**config.mk**
```make
export PLATFORM = sky130hd
export DESIGN_NAME = fetch_stage
export DESIGN_NICKNAME = d
export VERILOG_FILES = /design/src/rtl/pipe_pkg.sv /design/src/rtl/pipe_reg.sv /design/src/rtl/fetch_stage.sv
export SDC_FILE = /design/constraint.sdc
export NUM_CORES = 1
export LEC_CHECK = 0
export ABC_AREA = 1
export CELL_PAD_IN_SITES_DETAIL_PLACEMENT = 1
export CELL_PAD_IN_SITES_GLOBAL_PLACEMENT = 1
export CORE_MARGIN = 2
export CORE_UTILIZATION = 34
export DETAILED_ROUTE_END_ITERATION = 7
export PLACE_DENSITY = 0.78
export REMOVE_ABC_BUFFERS = 1
export SYNTH_ARGS = -nofsm -noshare
export SYNTH_HDL_FRONTEND = slang
export SYNTH_SLANG_ARGS = --single-unit
```
**constraint.sdc**
```tcl
create_clock -name clk -period 8.8 [get_ports clk]
set_input_delay 1.76 -clock clk [delete_from_list [all_inputs] [get_ports clk]]
set_output_delay 1.76 -clock clk [all_outputs]
set_load 0.005 [all_outputs]
```
**src/rtl/pipe_pkg.sv**
```systemverilog
// Shared pipeline constants and the IF/ID record type for the LEGv8 pipeline.
package pipe_pkg;

  // AArch64 NOP encoding, used as the bubble instruction.
  localparam logic [31:0] NOP = 32'hD503201F;

  // Register-index field positions inside an instruction word.
  localparam int RN_LSB    = 5;
  localparam int RM_LSB    = 16;
  localparam int REG_IDX_W = 5;

  // IF/ID contents at the default 64-bit PC / 32-bit instruction widths.
  typedef struct packed {
    logic [63:0] pc;
    logic [31:0] instr;
    logic        valid;
  } ifid_t;

endpackage

```
**src/rtl/pipe_reg.sv**
```systemverilog
// Generic pipeline register: async reset, load enable, synchronous flush.
// Flush has priority over enable so a squash cannot be blocked by a stall.
module pipe_reg #(
  parameter int           W       = 1,
  parameter logic [W-1:0] RST_VAL = '0
) (
  input  logic         clk,
  input  logic         reset,
  input  logic         en,
  input  logic         flush,
  input  logic [W-1:0] flush_val,
  input  logic [W-1:0] d,
  output logic [W-1:0] q
);

  // Register with priority reset > flush > enable > hold.
  always_ff @(posedge clk or posedge reset) begin
    if (reset) begin
      q <= RST_VAL;
    end else if (flush) begin
      q <= flush_val;
    end else if (en) begin
      q <= d;
    end
  end

endmodule

```
**src/rtl/fetch_stage.sv**
```systemverilog
// Instruction-fetch stage: PC register, IF/ID register, and saturating
// stall/flush event counters for debug.
module fetch_stage
  import pipe_pkg::*;
#(
  parameter int              PC_W     = 64,
  parameter int              INSTR_W  = 32,
  parameter logic [PC_W-1:0] RESET_PC = '0,
  parameter int              CNT_W    = 16
) (
  input  logic                 clk,
  input  logic                 reset,
  input  logic                 pc_write,
  input  logic                 ifid_write,
  input  logic                 br_taken,
  input  logic [PC_W-1:0]      br_target,
  output logic [PC_W-1:0]      imem_addr,
  input  logic [INSTR_W-1:0]   imem_data,
  output logic [PC_W-1:0]      ifid_pc,
  output logic [INSTR_W-1:0]   ifid_instr,
  output logic                 ifid_valid,
  output logic [REG_IDX_W-1:0] ifid_rn,
  output logic [REG_IDX_W-1:0] ifid_rm,
  output logic [CNT_W-1:0]     stall_cnt,
  output logic [CNT_W-1:0]     flush_cnt
);

  localparam int                 IFID_W   = PC_W + INSTR_W + 1;
  localparam logic [INSTR_W-1:0] NOP_WORD = INSTR_W'(NOP);
  localparam logic [IFID_W-1:0]  IFID_RST = {{PC_W{1'b0}}, NOP_WORD, 1'b0};

  logic [PC_W-1:0]   pc_reg;
  logic [PC_W-1:0]   pc_next;
  logic [IFID_W-1:0] ifid_d;
  logic [IFID_W-1:0] ifid_flush_val;
  logic [IFID_W-1:0] ifid_q;

  // Branch targets are word aligned; the two low bits are discarded.
  logic [1:0] tgt_low_unused;
  assign tgt_low_unused = br_target[1:0];

  // Next PC: taken branch beats stall, otherwise advance by one word.
  always_comb begin
    pc_next = pc_reg;
    if (br_taken) begin
      pc_next = {br_target[PC_W-1:2], 2'b00};
    end else if (pc_write) begin
      pc_next = pc_reg + PC_W'(4);
    end
  end

  // PC register.
  always_ff @(posedge clk or posedge reset) begin
    if (reset) begin
      pc_reg <= RESET_PC;
    end else begin
      pc_reg <= pc_next;
    end
  end

  assign imem_addr = pc_reg;

  // A flush still records the current PC so the bubble carries a sensible PC.
  assign ifid_d         = {pc_reg, imem_data, 1'b1};
  assign ifid_flush_val = {pc_reg, NOP_WORD, 1'b0};

  pipe_reg #(
    .W       (IFID_W),
    .RST_VAL (IFID_RST)
  ) u_ifid (
    .clk       (clk),
    .reset     (reset),
    .en        (ifid_write),
    .flush     (br_taken),
    .flush_val (ifid_flush_val),
    .d         (ifid_d),
    .q         (ifid_q)
  );

  assign ifid_pc    = ifid_q[IFID_W-1 -: PC_W];
  assign ifid_instr = ifid_q[INSTR_W:1];
  assign ifid_valid = ifid_q[0];

  // Register fields for the hazard unit come straight off the IF/ID register.
  assign ifid_rn = ifid_instr[RN_LSB +: REG_IDX_W];
  assign ifid_rm = ifid_instr[RM_LSB +: REG_IDX_W];

  // Event qualifiers: a branch during a stall counts only as a flush.
  logic [1:0]       cnt_event;
  logic [CNT_W-1:0] cnt_reg [2];

  assign cnt_event[0] = !pc_write && !br_taken;
  assign cnt_event[1] = br_taken;

  generate
    for (genvar gi = 0; gi < 2; gi++) begin : g_cnt
      // Saturating event counter.
      always_ff @(posedge clk or posedge reset) begin
        if (reset) begin
          cnt_reg[gi] <= '0;
        end else if (cnt_event[gi] && (cnt_reg[gi] != {CNT_W{1'b1}})) begin
          cnt_reg[gi] <= cnt_reg[gi] + CNT_W'(1);
        end
      end
    end
  endgenerate

  assign stall_cnt = cnt_reg[0];
  assign flush_cnt = cnt_reg[1];

endmodule

```
# Word level (Yosys, flattened, before mapping)
# Index checks and enable logic that the tools add are counted.
dict set report word_totals {
  output_inout_bits 203
  register_bits 193
  wordCells 20
}
dict set report op_classes {
  muxes 4
  reduce_logical 7
  addsub 3
  n_eq_ne 2
}
# operator n
set ops {}
lappend ops {{$mux W97} 2}
lappend ops {{$mux W64} 2}
lappend ops {{$add A64 B3 Y64 const B} 1}
lappend ops {{$add A16 B1 Y16 const B} 2}
lappend ops {{$ne A16 B16 Y1 const B} 2}
lappend ops {{$reduce_bool A2 Y1} 2}
lappend ops {{$logic_and A1 B1 Y1} 3}
lappend ops {{$logic_not A1 Y1} 2}

# Longest topological paths before layout
dict set report depth {
  depth_word 3
  mapped_depth 11
}

# Cells and area by module
# A second synthesis with hierarchy kept.
dict set report hier_totals {
  cells_unflattened 1459
  hier_area_um2 10860.4
}
# mod cells_per_inst area_each_um2 n_inst seq_area_each_um2
set by_module_without_submodules {}
lappend by_module_without_submodules {fetch_stage 929 6442.4 1 2352.3}
lappend by_module_without_submodules {pipe_reg 530 4418.0 1 2443.6}

# Least setup slack after synthesis
# Ideal clock, no wire load.
dict set report synth_path {
  path_type {input to register}
  start {in br_taken}
  end {reg u_ifid.q[49]}
  required_ns 8.675
  setup_slack_ns 5.951
  cell_stages 4
  path_buffers 2
  setup_ns 0.125
  arrival_time_ns 2.724
  cell_sequence {buf_2 -> nor2_2 -> buf_2 -> mux2_2}
}
dict set report synth_via {
  elab_chain_cells 1
  elab_cells_between_ends 2
}
# item line
set synth_rtl {}
lappend synth_rtl {{start: declaration} fetch_stage.sv:15} ;# input logic br_taken,
lappend synth_rtl {{$mux W97 / $reduce_bool A2 Y1 (equally long branches)} -}
lappend synth_rtl {{end signal: assignment} pipe_reg.sv:21} ;# q <= flush_val;
lappend synth_rtl {{end: declaration} pipe_reg.sv:13} ;# output logic [W-1:0] q
# Several ways; a longest one is shown, not always the timed one.
# A chain may end at the register's enable or synchronous reset.

# Worst setup path in the final report
dict set report layout_path {
  start {in br_taken}
  end {reg pc_reg[5], in the netlist imem_addr[5]}
}
dict set report layout_via {
  elab_chain_cells 1
  elab_cells_between_ends 2
}
# item line
set layout_rtl {}
lappend layout_rtl {{$mux W64 / $reduce_bool A2 Y1 (equally long branches)} -}
lappend layout_rtl {{end signal: assignment} fetch_stage.sv:57} ;# pc_reg <= pc_next;
lappend layout_rtl {{end: declaration} fetch_stage.sv:32} ;# logic [PC_W-1:0] pc_reg;
# Several ways; a longest one is shown, not always the timed one.

==> out/summary.txt <==
Post-CTS Setup Repair Bufs: 0
vias after detailed routing: 10.1k
PwrDens: 178 nW/um^2
area grow syn2layout: 37.8%
DP Worst Slack: 4.56 ns
first-pass GRT wire length: 58.7 mm
CTS Root Cell: clkbuf_16
relative slew slack: 0.338
post-synthesis sequential area ratio: 0.471
Residual DRC: 0
Initial Utilization: 0.343
Final Max Slew Viols: 0
Final Non-Filler Cells: 1994
Cell variety after synth: 37
Critical Path End Type: flip-flop
Final Hold Vio Count: 0
die area: 31000 sq um
grt total ovfl: 0
diode count: 0
Core Region: 29400 sq um
FMAX: 265 MHz
clk_lat worst skew: 0.45 ns
#FFs+latches synth: 189
CTS tree: done
H-tree Lvls: 4
CTS Hold Bufs: 0
max cap viols: 0
io pins: 304
Detailed Route WL: 37.9 mm
Synth Flop Type: dfrtp_1
layout cells sized above 1: 0.0611
Nets: 1695
GPL Wtd Cong: 0.899
Peak supply drop: 90.6 uV
setup TNS: 0 ns
Die Y-Extent: 176 um
routed vias/inst: 5.04
initial antenna violation count: 1
Post-CTS Resized: 0
register clock-pin slew on the reported worst setup and hold paths: 0.08 ns
Worst setup SP type: input port
Tot Pwr: 2.47 mW
crit path kind: in2reg
run status: finished clean
clock sinks: 189
Avg Cell Area, Syn: 7.61 sq um
post-route clock skew: 0.0168 ns
pin count of the biggest net entering global routing: 119
Post-synth EDFFs: 0
routed wire length per instance: 19.0 um
initial drt markers: 400
cells after synthesis: 1324
Total Routing Usage GR: 0.245
Max FO, Critical Path: 40
vias in the first global route: 10.4k
crit path DAT: 4.09 ns
antenna viol nets, final: 0
Pleak: 6.04 nW
port bufs: 297
synth cell count leaders: 431 x nand2_1, 176 x dfrtp_1, 128 x nor2_1
die width: 176 um
Num CTS Buffers: 17
hold crit path type: reg2reg
top cells by area, synth: dfrtp_1 44%, nand2_1 16%, nand3_1 5.1%
Final setup violation count: 0
RSZ-0062 raised after global routing: false
Final Cycle Share: 0.429
final worst slack: 5.02 ns
row cnt: 63
Final HPWL DP: 28.2 mm
min Tclk post-route: 3.78 ns
synth warn: 0
drt pass-1 iters: 5
most common cell in the synthesized netlist: nand2_1
worst slew pin tran: 0.993 ns
Clock Path Buffers: 2
Synth Cell Area: 10100 sq um
Synth top area share: 0.437
largest area contributor in the netlist: dfrtp_1
share of flip-flops with an asynchronous set or reset: 1.00
dpl cells: 1962
WP data required: 9.11 ns
==> path summary, 6_finish.rpt <==
path,startpoint,slack (ns),cells after the start,end
min in group asynchronous,reset,1.90,2,u_ifid.q[13]
worst min-delay path,u_ifid.q[27],0.47,2,u_ifid.q[27]
worst max-delay path,br_taken,5.02,8,imem_addr[5]
worst max register to register,stall_cnt[0],6.58,9,stall_cnt[2]
max in group asynchronous,reset,5.29,3,imem_addr[38]
worst min register to register,u_ifid.q[27],0.47,2,u_ifid.q[27]
==> state kept, by name, indices dropped and copies added, names as in the netlist <==
register	flops
flush_cnt	16
imem_addr	62
stall_cnt	16
u_ifid.q	95
==> metal layers <==
layer,global-route usage,part of all wire
met2,0.398,0.47
met3,0.0607,0.068
met4,0.0758,0.023
met5,0,0.00034
met1,0.322,0.44
==> cell type report <==
type                    instances  area, sq um
flip-flops and latches        189         4750
well taps                     390          488
repair buffers                304         3030
fillers                      3559        15500
clock inverters                12          111
inverters                     123          469
multi-input cells             956         4580
clock buffers                  20          457
==> report_power, final <==
part           leakage [nW]  switching (mW)  internal [mW]
registers              2.34           0.130          0.978
logic                  3.42           0.263          0.312
clock network         0.273           0.375          0.408
==> stage by stage <==
stage | instance area (sq um) | util | hold slack, ns
after floorplan | 9780 | - | 0.457
after global placement | 13300 | 0.453 | 0.453
after detailed placement | 13300 | 0.453 | 0.459
after CTS | 13900 | 0.472 | 0.472
after global routing | 13900 | 0.472 | 0.483
final | 13900 | 0.472 | 0.470
==> cells in the final DEF, fill, tap and decap left out, types with 4 or more instances in the layout <==
| master | netlist | routed |
|---|---|---|
| nor2_1 | 128 | 127 |
| o21ai_1 | 34 | 34 |
| dfstp_2 | 13 | 13 |
| nor2_4 | 2 | 4 |
| nand2_1 | 431 | 431 |
| dfrtp_1 | 176 | 176 |
| mux2_2 | 11 | 11 |
| clkinv_1 | 4 | 4 |
| o21ai_0 | 83 | 83 |
| conb_1 | 1 | 4 |
| nand3_1 | 102 | 102 |
| xor2_1 | 32 | 32 |
| clkbuf_16 | 0 | 17 |
| nand4_1 | 8 | 8 |
| nor2_2 | 9 | 8 |
| nand2_2 | 12 | 12 |
| a22oi_1 | 50 | 50 |
| o221ai_1 | 5 | 5 |
| buf_4 | 14 | 6 |
| inv_1 | 117 | 116 |
| nor3_1 | 12 | 12 |
| a21oi_1 | 13 | 13 |
| clkdlybuf4s50_1 | 0 | 296 |
==> worst max-delay path: stages <==
cell and delay [ns]:
buf_2 0.46, inv_1 0.52, nand2_1 0.19, buf_4 0.28
clkinv_1 0.22, buf_4 0.35, o21ai_0 0.14, o221ai_1 0.12
==> cell families (layout without fill, tap and decap cells) <==
group / Yosys count / after routing / share of synthesized area
xor+xnor: 34 / 34 / 0.0296
buf+inv: 182 / 459 / 0.0767
other cells: 1 / 4 / 0.000372
flops: 189 / 189 / 0.471
fa+ha+maj: 3 / 3 / 0.00373
mux: 11 / 11 / 0.0123
compound gates: 190 / 190 / 0.110
simple gates: 714 / 714 / 0.296
Note: power is estimated with default switching activity, not from simulation.
